File: src/rtl/riscv_supervisor_pkg.sv
// Shared types for the RI5CY run supervisor.
//   sup_state_e  : supervisor FSM state (exported on state_o, zero-extended to 3 bits)
//   sup_status_e : encoded final verdict (exported on status_o)
package riscv_supervisor_pkg;

  typedef enum logic [1:0] {
    WAIT_BIST  = 2'd0,
    RESET_HOLD = 2'd1,
    RUN        = 2'd2,
    DONE       = 2'd3
  } sup_state_e;

  typedef enum logic [2:0] {
    ST_NONE     = 3'd0,
    ST_PASS     = 3'd1,
    ST_FAIL     = 3'd2,
    ST_EXIT_OK  = 3'd3,
    ST_EXIT_ERR = 3'd4,
    ST_TIMEOUT  = 3'd5,
    ST_BIST_ERR = 3'd6
  } sup_status_e;

  localparam int STATE_W  = 3;
  localparam int STATUS_W = 3;

endpackage

File: src/rtl/riscv_region_checker.sv
// Combinational address-window checker.
//   addr     : data bus address under test
//   wr_legal : addr lies in a window that permits writes
//   rd_legal : addr lies in any window, or reads are not being checked
// Windows are inclusive on both ends.
module riscv_region_checker #(
  parameter int NUM_REGIONS = 2,
  parameter int ADDR_WIDTH  = 32,
  parameter logic [NUM_REGIONS-1:0][ADDR_WIDTH-1:0] REGION_BASE  = '0,
  parameter logic [NUM_REGIONS-1:0][ADDR_WIDTH-1:0] REGION_LIMIT = '0,
  parameter logic [NUM_REGIONS-1:0]                 REGION_WR_EN = '0,
  parameter bit   CHECK_READS = 1'b0
) (
  input  logic [ADDR_WIDTH-1:0] addr,
  output logic                  wr_legal,
  output logic                  rd_legal
);

  logic [NUM_REGIONS-1:0] hit;

  for (genvar i = 0; i < NUM_REGIONS; i++) begin : g_region
    assign hit[i] = (addr >= REGION_BASE[i]) && (addr <= REGION_LIMIT[i]);
  end

  assign wr_legal = |(hit & REGION_WR_EN);
  // With read checking off every read counts as legal.
  assign rd_legal = !CHECK_READS || (|hit);

endmodule

File: src/rtl/riscv_run_supervisor.sv
// Run controller between the LBIST engine and the RI5CY wrapper.
// Waits for BIST, holds core reset RESET_WAIT_CYCLES cycles, runs the core
// under a cycle watchdog while checking data accesses against address
// windows, and ends in a sticky encoded verdict.
//   Inputs : clk_i, rst_ni, bist_done_i/bist_pass_i, max_cycles_i,
//            data_req_i/gnt_i/we_i/addr_i, tests_passed_i/failed_i,
//            exit_valid_i/exit_value_i
//   Outputs: core_rst_no, fetch_enable_o, state_o, done_o, status_o,
//            cycle_cnt_o, viol_cnt_o, viol_valid_o, first_viol_addr_o
module riscv_run_supervisor
  import riscv_supervisor_pkg::*;
#(
  parameter int NUM_REGIONS       = 2,
  parameter int ADDR_WIDTH        = 32,
  parameter int CNT_WIDTH         = 32,
  parameter int RESET_WAIT_CYCLES = 4,
  parameter bit CHECK_READS       = 1'b0,
  parameter logic [NUM_REGIONS-1:0][ADDR_WIDTH-1:0] REGION_BASE  = {32'h1000_0000, 32'h0020_0000},
  parameter logic [NUM_REGIONS-1:0][ADDR_WIDTH-1:0] REGION_LIMIT = {32'h1000_FFFF, 32'h0024_0000},
  parameter logic [NUM_REGIONS-1:0]                 REGION_WR_EN = 2'b11
) (
  input  logic                  clk_i,
  input  logic                  rst_ni,
  input  logic                  bist_done_i,
  input  logic                  bist_pass_i,
  input  logic [CNT_WIDTH-1:0]  max_cycles_i,
  input  logic                  data_req_i,
  input  logic                  data_gnt_i,
  input  logic                  data_we_i,
  input  logic [ADDR_WIDTH-1:0] data_addr_i,
  input  logic                  tests_passed_i,
  input  logic                  tests_failed_i,
  input  logic                  exit_valid_i,
  input  logic [31:0]           exit_value_i,
  output logic                  core_rst_no,
  output logic                  fetch_enable_o,
  output logic [STATE_W-1:0]    state_o,
  output logic                  done_o,
  output logic [STATUS_W-1:0]   status_o,
  output logic [CNT_WIDTH-1:0]  cycle_cnt_o,
  output logic [CNT_WIDTH-1:0]  viol_cnt_o,
  output logic                  viol_valid_o,
  output logic [ADDR_WIDTH-1:0] first_viol_addr_o
);

  localparam int HOLD_W = (RESET_WAIT_CYCLES > 1) ? $clog2(RESET_WAIT_CYCLES) : 1;
  localparam logic [HOLD_W-1:0] HOLD_LAST = HOLD_W'(RESET_WAIT_CYCLES - 1);

  sup_state_e        state;
  sup_status_e       status;
  logic [HOLD_W-1:0] hold_cnt;
  logic              wr_legal, rd_legal;
  logic              illegal;
  logic              term;
  sup_status_e       term_status;

  riscv_region_checker #(
    .NUM_REGIONS (NUM_REGIONS),
    .ADDR_WIDTH  (ADDR_WIDTH),
    .REGION_BASE (REGION_BASE),
    .REGION_LIMIT(REGION_LIMIT),
    .REGION_WR_EN(REGION_WR_EN),
    .CHECK_READS (CHECK_READS)
  ) u_checker (
    .addr    (data_addr_i),
    .wr_legal(wr_legal),
    .rd_legal(rd_legal)
  );

  // Qualification by RUN happens in the FSM; this is just "granted and bad".
  assign illegal = data_req_i && data_gnt_i && (data_we_i ? !wr_legal : !rd_legal);

  // Termination priority: fail > exit > pass > watchdog.
  always_comb begin
    term        = 1'b1;
    term_status = ST_NONE;
    if (tests_failed_i)      term_status = ST_FAIL;
    else if (exit_valid_i)   term_status = (exit_value_i == 32'd0) ? ST_EXIT_OK : ST_EXIT_ERR;
    else if (tests_passed_i) term_status = ST_PASS;
    else if ((max_cycles_i != '0) && (cycle_cnt_o >= max_cycles_i)) term_status = ST_TIMEOUT;
    else                     term = 1'b0;
  end

  always_ff @(posedge clk_i or negedge rst_ni) begin
    if (!rst_ni) begin
      state             <= WAIT_BIST;
      status            <= ST_NONE;
      hold_cnt          <= '0;
      core_rst_no       <= 1'b0;
      fetch_enable_o    <= 1'b0;
      done_o            <= 1'b0;
      cycle_cnt_o       <= '0;
      viol_cnt_o        <= '0;
      viol_valid_o      <= 1'b0;
      first_viol_addr_o <= '0;
    end else begin
      case (state)
        WAIT_BIST: begin
          if (bist_done_i) begin
            if (bist_pass_i) begin
              state    <= RESET_HOLD;
              hold_cnt <= '0;
            end else begin
              state  <= DONE;
              done_o <= 1'b1;
              status <= ST_BIST_ERR;
            end
          end
        end
        RESET_HOLD: begin
          // Release lands on the same edge that enters RUN, so the core sees
          // reset for exactly RESET_WAIT_CYCLES cycles.
          if (hold_cnt == HOLD_LAST) begin
            state          <= RUN;
            core_rst_no    <= 1'b1;
            fetch_enable_o <= 1'b1;
          end else begin
            hold_cnt <= hold_cnt + HOLD_W'(1);
          end
        end
        RUN: begin
          if (cycle_cnt_o != '1) cycle_cnt_o <= cycle_cnt_o + CNT_WIDTH'(1);
          if (illegal) begin
            if (viol_cnt_o != '1) viol_cnt_o <= viol_cnt_o + CNT_WIDTH'(1);
            if (!viol_valid_o) begin
              viol_valid_o      <= 1'b1;
              first_viol_addr_o <= data_addr_i;
            end
          end
          if (term) begin
            state  <= DONE;
            done_o <= 1'b1;
            status <= term_status;
          end
        end
        default: ; // DONE absorbs until reset
      endcase
    end
  end

  assign state_o  = STATE_W'(state);
  assign status_o = status;

endmodule

File: config.mk
export PLATFORM = sky130hd
export DESIGN_NAME = riscv_run_supervisor
export DESIGN_NICKNAME = d
export VERILOG_FILES = /design/src/rtl/riscv_supervisor_pkg.sv /design/src/rtl/riscv_region_checker.sv /design/src/rtl/riscv_run_supervisor.sv
export SDC_FILE = /design/constraint.sdc
export NUM_CORES = 1
export LEC_CHECK = 0
export CAP_MARGIN = 40
export CELL_PAD_IN_SITES_DETAIL_PLACEMENT = 2
export CELL_PAD_IN_SITES_GLOBAL_PLACEMENT = 2
export CORE_MARGIN = 1
export CORE_UTILIZATION = 30
export DETAILED_ROUTE_END_ITERATION = 16
export PLACE_DENSITY_LB_ADDON = 0.15
export RECOVER_POWER = 50
export SETUP_SLACK_MARGIN = 0.5
export SLEW_MARGIN = 20
export SYNTH_ARGS = -nofsm -noshare
export SYNTH_HDL_FRONTEND = slang
export SYNTH_SLANG_ARGS = --single-unit
File: constraint.sdc
create_clock -name clk_i -period 3.6 [get_ports clk_i]
set_clock_uncertainty 0.2 [all_clocks]
set_input_delay 0.36 -clock clk_i [delete_from_list [all_inputs] [get_ports clk_i]]
set_output_delay 0.36 -clock clk_i [all_outputs]
set_load 0.02 [all_outputs]
=== After elaboration in Yosys (flattened, before gate mapping) ===
Index checks and enable logic that the tools add are counted.

* Output and inout bits: 106
* Register bits after elaboration: 106
* Word-level logic and storage cells: 77

* Reductions and logical operators: 21
* Mux-type cells: 27
* Equal/unequal tests: 11
* Add/subtract/negate cells: 3
* Bitwise gates (word level): 1
* Order comparisons: 5

{| class="wikitable"
|+ Operator list
! cell !! count
|-
| 32-bit by 1-bit adder with 32-bit output (second input constant) || 2
|-
| 32-bit != test (second input constant) || 2
|-
| 32-bit by 22-bit >= comparator with 1-bit output (second input constant) || 1
|-
| 32-bit by 29-bit >= comparator with 1-bit output (second input constant) || 1
|-
| 32-bit >= comparator || 1
|-
| 32-bit by 22-bit less-or-equal comparator with 1-bit output (second input constant) || 1
|-
| 32-bit by 29-bit less-or-equal comparator with 1-bit output (second input constant) || 1
|-
| 32-bit zero test || 1
|-
| 32-bit nonzero test || 1
|-
| 3-bit 2-to-1 mux || 8
|-
| 2-bit 2-to-1 mux || 7
|-
| 2-bit != test (second input constant) || 6
|-
| 4-bit AND reduction || 3
|-
| 1-bit 2-to-1 mux || 8
|-
| 2-bit case mux with 3 select lines || 1
|-
| 3-bit case mux with 2 select lines || 1
|-
| 2-bit AND reduction || 3
|-
| 3-bit AND reduction || 2
|-
| 1-bit logical AND || 5
|-
| 2-bit equality test (second input constant) || 2
|-
| 2-bit case mux with 2 select lines || 1
|-
| 2-bit nonzero test || 2
|-
| 3-bit nonzero test || 1
|-
| 2-bit by 1-bit adder with 2-bit output (second input constant) || 1
|-
| 6 further kinds || 6
|}

=== Depth between registers and ports, before layout ===
* Depth after elaboration: 8
* Gate-level depth with buffers: 10

=== Cells and area by module ===
From an unflattened synthesis, not the netlist that was laid out.

* Cells, all modules: 543
* Area total of the unflattened synthesis: 5735.5 µm²

{| class="wikitable"
|+ Modules (own cells, without submodules)
! module !! sequential area each (µm²) !! cells each !! area each (µm²) !! times used
|-
| riscv_run_supervisor || 2652.5 || 526 || 5615.4 || 1
|-
| riscv_region_checker || 0.0 || 17 || 120.1 || 1
|}

=== Least setup slack after synthesis ===
No wires, ideal clock.

* Path kind: reg-to-reg
* Start: register cycle_cnt_o[0]
* End: register status[1] (netlist: status_o[1])
* Required time: 3.275 ns
* Cell stages (with the launch flop): 10
* Data arrival time: 2.257 ns
* Setup time: 0.125 ns
* Setup slack: 1.018 ns
* Cells stage by stage: dfrtp_1 inv_1 ha_1 nand2b_1 a2111o_1 a32oi_1 a21oi_1 nor2_1 a21o_1 mux2_2

* Word-level cells in the longest chain between the ends: 8

{| class="wikitable"
|+ Ends and longest elaborated chain
! item !! line !! text
|-
| start: declaration || riscv_run_supervisor.sv:40 || <nowiki>output logic [CNT_WIDTH-1:0] cycle_cnt_o,</nowiki>
|-
| start signal: assignment || riscv_run_supervisor.sv:122 || <nowiki>if (cycle_cnt_o != '1) cycle_cnt_o <= cycle_cnt_o + CNT_WIDTH'(1);</nowiki>
|-
| 32-bit >= comparator || riscv_run_supervisor.sv:80 || <nowiki>else if ((max_cycles_i != '0) && (cycle_cnt_o >= max_cycles_i)) term_status = ST_TIMEOUT;</nowiki>
|-
| 1-bit logical AND || riscv_run_supervisor.sv:80 ||
|-
| 1-bit 2-to-1 mux || riscv_run_supervisor.sv:80 ||
|-
| 1-bit 2-to-1 mux || riscv_run_supervisor.sv:79 || <nowiki>else if (tests_passed_i) term_status = ST_PASS;</nowiki>
|-
| 1-bit 2-to-1 mux || riscv_run_supervisor.sv:78 || <nowiki>else if (exit_valid_i) term_status = (exit_value_i == 32'd0) ? ST_EXIT_OK : ST_EXIT_ERR;</nowiki>
|-
| 1-bit 2-to-1 mux || riscv_run_supervisor.sv:77 || <nowiki>if (tests_failed_i) term_status = ST_FAIL;</nowiki>
|-
| 2-bit != test (no line) || - ||
|-
| 4-bit AND reduction (no line) || - ||
|-
| end signal: assignment || riscv_run_supervisor.sv:133 || <nowiki>status <= term_status;</nowiki>
|-
| end: declaration || riscv_run_supervisor.sv:50 || <nowiki>sup_status_e status;</nowiki>
|}

Every way passes these cells.
A chain may end at the register's enable or synchronous reset.

=== Worst setup path in the final report ===
* Start: input max_cycles_i[9]
* End: register state[0]

* Word-level cells in the longest chain between the ends: 8

{| class="wikitable"
|+ Ends and longest elaborated chain
! item !! line !! text
|-
| start: declaration || riscv_run_supervisor.sv:26 || <nowiki>input logic [CNT_WIDTH-1:0] max_cycles_i,</nowiki>
|-
| 32-bit >= comparator or 32-bit nonzero test (tied branches) || riscv_run_supervisor.sv:80 ||
|-
| 1-bit logical AND * || riscv_run_supervisor.sv:80 ||
|-
| 1-bit 2-to-1 mux * || riscv_run_supervisor.sv:80 ||
|-
| 1-bit 2-to-1 mux * || riscv_run_supervisor.sv:79 ||
|-
| 1-bit 2-to-1 mux * || riscv_run_supervisor.sv:78 ||
|-
| 1-bit 2-to-1 mux * || riscv_run_supervisor.sv:77 ||
|-
| 2-bit != test (no line) * || - ||
|-
| 4-bit AND reduction (no line) * || - ||
|-
| end signal: assignment || riscv_run_supervisor.sv:86 || <nowiki>state <= WAIT_BIST;</nowiki>
|-
| end signal: assignment || riscv_run_supervisor.sv:101 || <nowiki>state <= RESET_HOLD;</nowiki>
|-
| end signal: assignment || riscv_run_supervisor.sv:104 || <nowiki>state <= DONE;</nowiki>
|-
| end: declaration || riscv_run_supervisor.sv:49 || <nowiki>sup_state_e state;</nowiki>
|}

Mark *: on every way between the ends. The rest lies on a longest branch, timed or not.

==> results.json <==
{
  "run_status": "finished, final reports clean",
  "max_clock_freq_ghz": 0.350,
  "yosysUniqueCellTypes": 56,
  "rsz_0062_raised_after_global_routing": "false",
  "setup_tns_ps": 0,
  "timing.hold.worst.class": "flop to flop",
  "place.detailed.instances": 998,
  "final_routed_wirelength_across_all_metal_layers_um": 19300,
  "yosysSeqAreaShare_pct": 45.4,
  "cts_tree": "done",
  "clkLatencyLatePin_ps": 360,
  "vdd_drop_max_uv": 224,
  "route.detailed.wl_per_inst_um": 19.0,
  "clk_root_buffer_cell": "sky130_fd_sc_hd__clkbuf_16",
  "placement_rows": 50,
  "largest_family_of_logic_cells_by_synthesized_area": "simple AND/OR/NAND/NOR gates",
  "arrival_ps": 2940,
  "numClockSinks": 106,
  "chipWidth_um": 142,
  "min_delay_path_depth": 1,
  "ctsHoldBuffers": 1,
  "layout-drive-gt1-share_pct": 11.4,
  "timing.rr.start": "cycle_cnt_o[0]",
  "cts-root-to-sink-buffers": 2,
  "fin_crit_ps": 2860,
  "vias": 5037,
  "setup_viol_count_final": 0,
  "cell_leakage_power_nw": 3.96,
  "period_share_pct": 79.5,
  "yosys-mux-area-fraction_pct": 7.65,
  "hpwlAfterDp_um": 15500,
  "core_area_mm2": 0.0189,
  "cells_along_the_critical_path": "clkdlybuf4s50_1, inv_1, ha_1, nand4_1, nor4_1, a32oi_1, a21oi_1, nor2_1, a211oi_1, mux2i_1",
  "htreeDepth": 3,
  "fp.dieArea_mm2": 0.0200,
  "grt-ovfl-total": 0,
  "antenna_cells": 0,
  "synth.cell_area_mm2": 0.00584,
  "slowest_stage": "sky130_fd_sc_hd__clkdlybuf4s50_1",
  "p_per_area_mw_per_mm2": 286,
  "mean_instance_size_in_the_synthesized_netlist_um2": 10.9,
  "timing.critical_path.slowest_cell_delay_ps": 560,
  "ys_ff_latch": 106,
  "initialDrtViolationCount": 98,
  "finalMaxSlewViolations": 0,
  "antenna_found_initial": 0,
  "synthArstFlopShare_pct": 100,
  "areaGrowthSynthToFinish_pct": 46.7,
  "synth_cells": 534,
  "hold_path.startpoint": "done_o",
  "chipHeight_um": 142,
  "synthesized_nets": 680,
  "synth_xor_area_share_pct": 9.00,
  "start_kind": "primary input",
  "post_cts.resized_instances": 0,
  "gp_congestion": 0.802,
  "share_of_the_core_filled_with_cells_in_the_final_layout_pct": 45.4,
  "grt_util_all_layers_pct": 20.0,
  "cts_made_buffers": 9,
  "max_slew.worst_pin.slew_ps": 1460,
  "crit_required_ps": 3680,
  "route.detailed.drc": 0,
  "placedInstanceArea_mm2": 0.00825,
  "synth.yosys.warnings": 0,
  "global_route_wire_length_before_repair_um": 31200,
  "postLayoutCellArea_mm2": 0.00857,
  "post_cts.repair.setup_buffers": 0,
  "pin_count_of_the_biggest_net_entering_global_routing": 45,
  "detailedRoute.firstPassIterationCount": 4,
  "timing.critical_path.fanout_max": 3,
  "fillers": 1992,
  "critPathCaptureType": "flop",
  "boundaryPins": 212,
  "yosys.area_share.simple_pct": 19.4,
  "cts.reportedPaths.clkPinSlew_ps": 70,
  "reg2regPathDepth": 9,
  "layout.cells.non_filler": 1015,
  "criticalPathCategory": "primary input to flop",
  "worst_case_headroom_to_the_max_slew_limit_pct": 2.70,
  "start_util_pct": 30.9,
  "hold_viol_final": 0,
  "ant_nets": 0,
  "numPortBuffers": 210,
  "vias_per_cell": 4.96,
  "layout.nets": 896,
  "critical_path.startpoint": "max_cycles_i[9]",
  "max_cap_violations": 0,
  "synth_ff_type": "sky130_fd_sc_hd__dfrtp_1",
  "synth-compound-area-share_pct": 5.48,
  "final.hold.worst_slack_ps": 263,
  "number_of_flops_mapped_to_enable_cells_by_yosys": 0,
  "first_global_vias": 5738,
  "post_synth_fa_ha_maj_area_fraction_pct": 8.57
}
-- metrics by stage --
| step | worst slack (ps) | power (mW) |
|---|---|---|
| after floorplan | 1020 | 1.25 |
| after global placement | 502 | 1.42 |
| after detailed placement | 334 | 1.43 |
| after CTS | 689 | 2.50 |
| after global routing | 527 | 2.54 |
| final | 739 | 2.45 |
-- layout by cell type (no fill, tap or decap), types with 4 or more instances in the layout --
| master | n |
|---|---|
| sky130_fd_sc_hd__nor4_1 | 22 |
| sky130_fd_sc_hd__clkdlybuf4s50_1 | 160 |
| sky130_fd_sc_hd__and4_4 | 4 |
| sky130_fd_sc_hd__buf_4 | 7 |
| sky130_fd_sc_hd__ha_1 | 40 |
| sky130_fd_sc_hd__nand2b_1 | 5 |
| sky130_fd_sc_hd__and3_1 | 15 |
| sky130_fd_sc_hd__o21ai_0 | 8 |
| sky130_fd_sc_hd__and4_1 | 6 |
| sky130_fd_sc_hd__nand3_2 | 8 |
| sky130_fd_sc_hd__nor2_1 | 13 |
| sky130_fd_sc_hd__nand3_1 | 21 |
| sky130_fd_sc_hd__mux2_2 | 37 |
| sky130_fd_sc_hd__nor2_2 | 4 |
| sky130_fd_sc_hd__xor2_1 | 10 |
| sky130_fd_sc_hd__and2_1 | 9 |
| sky130_fd_sc_hd__nor3_1 | 8 |
| sky130_fd_sc_hd__a21oi_1 | 15 |
| sky130_fd_sc_hd__nand2_1 | 27 |
| sky130_fd_sc_hd__nand4_1 | 30 |
| sky130_fd_sc_hd__inv_1 | 40 |
| sky130_fd_sc_hd__xnor2_1 | 50 |
| sky130_fd_sc_hd__dlygate4sd3_1 | 50 |
| sky130_fd_sc_hd__clkbuf_16 | 9 |
| sky130_fd_sc_hd__dfrtp_1 | 106 |
-- critical path: cells and delay by family --
| kind | cells | cell delay (ps) |
|---|---|---|
| AO/OA/AOI/OAI | 3 | 840 |
| adder cells (fa/ha/maj) | 1 | 290 |
| buffers and inverters | 2 | 630 |
| multiplexers | 1 | 240 |
| AND/OR/NAND/NOR | 3 | 570 |
-- cells in the mapped netlist, types with 2 or more instances --
master	number	area, um2
sky130_fd_sc_hd__dfrtp_1	106	2650
sky130_fd_sc_hd__xnor2_1	50	438
sky130_fd_sc_hd__ha_1	40	500
sky130_fd_sc_hd__inv_1	40	150
sky130_fd_sc_hd__mux2_2	37	417
sky130_fd_sc_hd__nand4_1	30	188
sky130_fd_sc_hd__nand2_1	27	101
sky130_fd_sc_hd__nor4_1	22	138
sky130_fd_sc_hd__nand3_1	21	105
sky130_fd_sc_hd__a21oi_1	15	75.1
sky130_fd_sc_hd__and3_1	15	93.8
sky130_fd_sc_hd__nor2_1	14	52.6
sky130_fd_sc_hd__xor2_1	10	87.6
sky130_fd_sc_hd__and2_1	9	56.3
sky130_fd_sc_hd__nand3_2	8	80.1
sky130_fd_sc_hd__nor3_1	8	40.0
sky130_fd_sc_hd__o21ai_0	8	40.0
sky130_fd_sc_hd__and4_1	6	52.6
sky130_fd_sc_hd__buf_6	6	67.6
sky130_fd_sc_hd__nand2b_1	5	31.3
sky130_fd_sc_hd__and4_4	4	45.0
sky130_fd_sc_hd__a21o_1	3	22.5
sky130_fd_sc_hd__a221oi_1	3	26.3
sky130_fd_sc_hd__a22o_1	3	26.3
sky130_fd_sc_hd__clkbuf_1	3	11.3
sky130_fd_sc_hd__mux2i_1	3	30.0
sky130_fd_sc_hd__nor2_2	3	18.8
sky130_fd_sc_hd__a21boi_0	2	15.0
sky130_fd_sc_hd__a41oi_1	2	17.5
sky130_fd_sc_hd__buf_1	2	7.51
sky130_fd_sc_hd__buf_2	2	10.0
sky130_fd_sc_hd__buf_4	2	15.0
sky130_fd_sc_hd__o22ai_1	2	12.5
-- worst paths after layout --
path | slack (ps) | end
worst max-delay path | 740 | state[0]
worst min-delay path | 260 | done_o
worst max register to register | 750 | status_o[2]
worst min register to register | 260 | done_o
max in group asynchronous | 1300 | cycle_cnt_o[13]
min in group asynchronous | 690 | cycle_cnt_o[20]
-- sequential cells by signal (all words and copies together), names as in the netlist --
name / count
hold_cnt: 2
fetch_enable_o: 1
first_viol_addr_o: 32
cycle_cnt_o: 32
done_o: 1
viol_cnt_o: 32
viol_valid_o: 1
status_o: 3
state: 2
-- report_power, final --
| group | internal, mW | switching, mW |
|---|---|---|
| Sequential | 1.19 | 0.000817 |
| Clock | 0.581 | 0.469 |
| Combinational | 0.126 | 0.0861 |
| Total | 1.90 | 0.555 |
-- metal layers --
metal	vias up	GRT usage, %	routed length, um
met5	-	0	0
met1	2529	23.4	8000
li1	2359	-	-
met2	128	36.6	10000
met4	0	5.66	302
met3	21	4.35	1000
-- kinds of logic after synthesis --
family	Yosys count
other cells	1
flops	106
simple gates	184
xor+xnor	60
mux	40
fa+ha+maj	40
buf+inv	55
compound gates	48
-- final cells by class --
cell class / instances / area [um2] / share of cell area, %
clock buffer: 11 / 253 / 2.95
clock inverter: 5 / 61.3 / 0.715
inverter: 40 / 150 / 1.75
multi-input combinational: 373 / 2930 / 34.2
sequential: 106 / 2650 / 30.9
tap: 260 / 325 / 3.80
timing repair buffer: 220 / 2200 / 25.6
Note: power is estimated with default switching activity, not from simulation.
==> RTL change 1 (same flow settings) <==
Put one more register stage on the output `viol_cnt_o`, with the module's reset. The value now appears one clock later. The other outputs are not delayed to match. Comments in the files are not updated.
--- a/src/rtl/riscv_run_supervisor.sv
+++ b/src/rtl/riscv_run_supervisor.sv
@@ -48,2 +48,4 @@
 
+  logic [CNT_WIDTH-1:0] viol_cnt_s0;
+
   sup_state_e        state;
@@ -92,3 +94,3 @@
       cycle_cnt_o       <= '0;
-      viol_cnt_o        <= '0;
+      viol_cnt_s0       <= '0;
       viol_valid_o      <= 1'b0;
@@ -123,3 +125,3 @@
           if (illegal) begin
-            if (viol_cnt_o != '1) viol_cnt_o <= viol_cnt_o + CNT_WIDTH'(1);
+            if (viol_cnt_s0 != '1) viol_cnt_s0 <= viol_cnt_s0 + CNT_WIDTH'(1);
             if (!viol_valid_o) begin
@@ -143,2 +145,10 @@
 
+  always_ff @(posedge clk_i or negedge rst_ni) begin
+    if (!rst_ni) begin
+      viol_cnt_o <= '0;
+    end else begin
+      viol_cnt_o <= viol_cnt_s0;
+    end
+  end
+
 endmodule
Check against the original RTL: not equivalent (Yosys sat finds a counterexample within 10 cycles, from zero or initial values and one cycle with rst_ni low).
==> RTL change 1 against the original RTL <==
  * The flow now finishes with violations (max-capacitance violations, max-slew violations)
  * Worst setup slack worse by 0.066 ns
  * Power is 44% higher
  * Synthesized cell count is 9.6% higher
  * Hold slack worse by 0.070 ns
  * Routed wire length is 10% higher
  * Sequential cell count is 32 higher
  * Non-clock buffer count is 1 higher
  * Final area is 13% higher
  * Area after synthesis is 13% higher
  * Critical path type is now in -> async
  * Critical endpoint is now viol_cnt_o[11]
  * Largest cell class is now registers
==> RTL change 1: results (changes against the original RTL) <==
* Layout cells sized above 1 at 0.0870 (was 0.114)
* Initial antenna violation count at 0 (unchanged)
* Global-route wire length before repair at 33600 um (was 31200 um)
* RR Endpoint: status_o[0] (was status_o[2])
* Worst Reg2Reg Path Length in Cells at 10 (was 9)
* 1st-pass router iterations at 4 (unchanged)
* Failing checks: max-capacitance violations, max-slew violations
* Post-CTS Setup Bufs at 0 (unchanged)
* Ranking of synthesized cells by area: dfrtp_1, ha_1, mux2_1 (was dfrtp_1, ha_1, xnor2_1)
* Most common library cells after synthesis: dfrtp_1, inv_1, ha_1, nand2_1, xor2_1 (was dfrtp_1, xnor2_1, ha_1, inv_1, mux2_2)
* Largest net degree at the start of global routing at 61 (was 45)
* Reg2reg setup slack at 0.70 ns (was 0.75 ns)
* Max_cap viols at 1 (was 0)
* Worst slew pin tran at 1.52 ns (was 1.46 ns)
* Routed wire length at 21300 um (was 19300 um)
* Drt first-iter violations at 91 (was 98)
* Total CTS buffers at 17 (was 9)
* Max clock buf depth at 2 (unchanged)
* Reg clk slew, reported paths at 0.06 ns
* Status: finished with violations (was finished clean)
* Worst Path Max Fanout at 57 (was 3)
* Worst vdd ir at 0.000309 V (was 0.000224 V)
* Hold Path Class: reg -> reg (unchanged)
* DR vias at 5449 (was 5037)
* WHS Endpoint: viol_cnt_o[30] (was done_o)
* Antenna cell count at 0 (unchanged)
* Synth unique cells at 57 (was 56)
* Routability cong. at 0.756 (was 0.802)
* Hold Slack at 0.193 ns (was 0.263 ns)
* Cells after Synth at 585 (was 534)
* H-tree levels at 4 (was 3)
* Filler cells at 2219 (was 1992)
* Mapped Nets at 731 (was 680)
* IO buf count at 210 (unchanged)
* Ys Warns at 0 (unchanged)
* Lkg Pwr at 4.59 nW (was 3.96 nW)
* Fin nets at 961 (was 896)
* Hold Startpoint: viol_cnt_s0[30] (was done_o)
* Total GRT Usage at 0.195 (was 0.200)
* Ys async rst share at 1.00 (unchanged)
* Slew Viols, Final at 57 (was 0)
* Register area share after synthesis at 0.521 (was 0.454)
* Root Buffer: clkbuf_16 (unchanged)
* DP HPWL at 16300 um (was 15500 um)
* Clk_lat worst skew at 0.43 ns (was 0.36 ns)
* Hold depth at 0 (was 1)
* Vias in the first global route at 6152 (was 5738)
* RR Startpoint: cycle_cnt_o[0] (unchanged)
## RTL change 1: per-stage QoR
| step | std cells | utilization | setup slack (ns) | cell area, sq um |
|---|---|---|---|---|
| final | 1108 | 0.447 | 0.673 | 9720 |
| after global routing | 1108 | 0.447 | 0.290 | 9720 |
| after CTS | 1108 | 0.446 | 0.586 | 9710 |
| after detailed placement | 1075 | 0.419 | 0.0298 | 9110 |
| after global placement | 1074 | 0.417 | 0.105 | 9080 |
| after floorplan | 585 | - | 0.884 | 6630 |
## RTL change 1: critical path, cell delays in order
cell and delay [ns]:
dlygate4sd3_1 0.52, clkbuf_2 1.10, clkbuf_1 1.01
## RTL change 1: how the worst max path moves through the flow
stage / from / to / slack, ns / depth (start not counted)
after global routing: rst_ni / viol_cnt_s0[11] / 0.29 / 3
after floorplan: cycle_cnt_o[29] / status_o[1] / 0.88 / 7
after global placement: max_cycles_i[0] / done_o / 0.10 / 10
after detailed placement: max_cycles_i[0] / done_o / 0.03 / 10
after CTS: cycle_cnt_o[0] / done_o / 0.59 / 10
final: rst_ni / viol_cnt_o[11] / 0.67 / 3
## RTL change 1: where the power goes
part           internal (mW)  leakage (nW)  switching [mW]
sequential              1.55          1.88         0.00121
clock                   1.00         0.291           0.767
combinational          0.128          2.42          0.0945
## RTL change 1: timing repair
item / CTS / global route
setup endpoints to repair: 3 / 18
resized for setup: 1 / 4
hold buffers: 1 / 0
hold endpoints to repair: 55 / 0
## RTL change 1: logic make-up after synthesis
kind of cell	count (synthesis)	synth area share
AND/OR/NAND/NOR	206	0.172
flip-flops	138	0.521
XOR/XNOR	60	0.0793
buffers and inverters	58	0.0385
AO/OA/AOI/OAI	41	0.0444
multiplexers	41	0.0691
adder cells (fa/ha/maj)	40	0.0755
other	1	0.000566
## RTL change 1: area by class of cell
cell class | instances | area (sq um) | share of cell area
repair buffers | 221 | 2200 | 0.226
clock buffers | 18 | 439 | 0.0452
inverters | 48 | 180 | 0.0185
clock inverters | 14 | 151 | 0.0156
well taps | 280 | 350 | 0.0360
multi-input cells | 389 | 2950 | 0.303
flip-flops and latches | 138 | 3450 | 0.355
## RTL change 1: per-layer routing
layer | part of all wire | vias to the layer above | global-route usage | wire [um]
met5 | 0 | - | 0 | 0
met4 | 0.018 | 0 | 0.0690 | 377
met3 | 0.035 | 26 | 0.0327 | 739
met2 | 0.52 | 116 | 0.341 | 11000
met1 | 0.43 | 2774 | 0.240 | 9180
li1 | - | 2533 | - | -
==> RTL change 2 (same flow settings) <==
Without the edit above. `CHECK_READS` is set to 1'b0 in 2 places; all go to 1'b1.
--- a/src/rtl/riscv_region_checker.sv
+++ b/src/rtl/riscv_region_checker.sv
@@ -11,3 +11,3 @@
   parameter logic [NUM_REGIONS-1:0]                 REGION_WR_EN = '0,
-  parameter bit   CHECK_READS = 1'b0
+  parameter bit   CHECK_READS = 1'b1
 ) (
--- a/src/rtl/riscv_run_supervisor.sv
+++ b/src/rtl/riscv_run_supervisor.sv
@@ -16,3 +16,3 @@
   parameter int RESET_WAIT_CYCLES = 4,
-  parameter bit CHECK_READS       = 1'b0,
+  parameter bit CHECK_READS       = 1'b1,
   parameter logic [NUM_REGIONS-1:0][ADDR_WIDTH-1:0] REGION_BASE  = {32'h1000_0000, 32'h0020_0000},
Function: changed (a bounded check fails within 10 cycles, from zero or initial values and one cycle with rst_ni low).
==> RTL change 2 against the original RTL <==
  * The flow now finishes with violations (max-capacitance violations, max-slew violations)
  * Via count shrank 0.87%
  * Worst setup slack lost 0.053 ns
  * Routed wire length shrank 1.8%
  * Area after synthesis shrank 3.2%
  * Die area shrank 3.2%
  * Final area shrank 2.4%
  * Sequential share of layout area grew 0.77 points
  * Utilization grew 0.56 points
  * Final cell count shrank 3.1%
  * Power shrank 1.4%
  * Global-route usage grew 0.45 points
  * Sequential cell count is the same
  * Highest routed layer unchanged
==> RTL change 2: results (changes against the original RTL) <==
* Max_cap viols at 1 (was 0)
* Layout cells sized above 1 at 0.0874 (was 0.114)
* Max_slew headroom at -0.0222 (was 0.0270)
* Status: finished with violations (was finished clean)
* Post-place setup slack at 0.241 ns (was 0.334 ns)
* Worst Path Max Fanout at 5 (was 3)
* Global-route wire length before repair at 31300 um (was 31200 um)
* Post-synth top area share at 0.469 (was 0.454)
* Post-Place Cells at 968 (was 998)
* Total GRT Usage at 0.205 (was 0.200)
* Switching Fraction at 0.232 (was 0.226)
* Slew Viols, Final at 107 (was 0)
* DR vias/cell at 5.07 (was 4.96)
* Non-Filler Instances at 984 (was 1015)
* Worst vdd ir at 0.000248 V (was 0.000224 V)
* DP HPWL at 14900 um (was 15500 um)
* Lkg Pwr at 3.97 nW (was 3.96 nW)
* WP data arrival at 2.95 ns (was 2.94 ns)
* Routed wire length at 19000 um (was 19300 um)
* Largest net degree at the start of global routing at 107 (was 45)
* DP Area at 0.00804 sq mm (was 0.00825 sq mm)
* Synth unique cells at 40 (was 56)
* Ranking of synthesized cells by area: dfrtp_1, ha_1, mux2_2 (was dfrtp_1, ha_1, xnor2_1)
* Routability cong. at 0.810 (was 0.802)
* Failing checks: max-capacitance violations, max-slew violations
* Register area share after synthesis at 0.469 (was 0.454)
* Fin nets at 897 (was 896)
RTL change 2: cells by family (layout without fill, tap and decap cells):
logic type                 after synthesis  count (layout)  share of synthesized area
muxes                                   40              40                     0.0790
AOI/OAI and AO/OA                       44              44                     0.0509
xor gates and xnor gates                60              60                     0.0930
adders and majority gates               40              40                     0.0885
and+or+nand+nor                        186             186                      0.179
other                                    1               1                   0.000663
buffers and inverters                   57             278                     0.0398
DFF                                    106             106                      0.469
RTL change 2: metal layers:
metal  wire [um]  vias to the layer above  track usage
met3         874                       17       0.0420
li1            -                     2337            -
met1        8150                     2504        0.251
met5           0                        -            0
met2        9620                      135        0.364
met4         323                        0       0.0544
RTL change 2: layout make-up:
type | count | area [sq um]
fill | 1903 | 9850
multi-input combinational | 371 | 2810
sequential | 106 | 2650
timing repair buffer | 215 | 2140
tap | 229 | 287
clock buffer | 9 | 225
inverter | 48 | 180
clock inverter | 6 | 76.3
RTL change 2: worst max-delay path: stages (launching register included):
cell and delay, ns:
dfrtp_1 0.45, inv_1 0.07, ha_1 0.27, nand2b_1 0.14, a2111o_1 0.40, a32oi_1 0.29, a21oi_1 0.16, nor2_1 0.25
a21o_1 0.22, mux2_2 0.35
RTL change 2: path summary, 6_finish.rpt:
| check | from | to | slack, ns | cells after the start |
|---|---|---|---|---|
| setup / recovery | cycle_cnt_o[0] | status_o[2] | 0.69 | 9 |
| hold / removal | fetch_enable_o | fetch_enable_o | 0.28 | 1 |
| setup reg to reg | cycle_cnt_o[0] | status_o[2] | 0.69 | 9 |
| hold reg to reg | fetch_enable_o | fetch_enable_o | 0.28 | 1 |
| max in group asynchronous | rst_ni | viol_cnt_o[19] | 1.39 | 3 |
| min in group asynchronous | rst_ni | cycle_cnt_o[25] | 0.84 | 3 |
RTL change 2: power by group through the flow:
stage | Sequential (mW) | Clock (mW) | Combinational [mW]
3_5_place_dp | 1.22 | 0 | 0.209
3_3_place_gp | 1.22 | 0 | 0.200
6_report | 1.19 | 1.02 | 0.204
4_1_cts | 1.19 | 1.06 | 0.212
2_1_floorplan | 1.22 | 0 | 0.0347
5_1_grt | 1.19 | 1.10 | 0.225
RTL change 2: repair_timing:
action	4_1_cts	5_1_grt
endpoints found under the setup margin	0	7
endpoints found under the hold margin	106	0
resized for setup	0	5
hold buffers	1	0
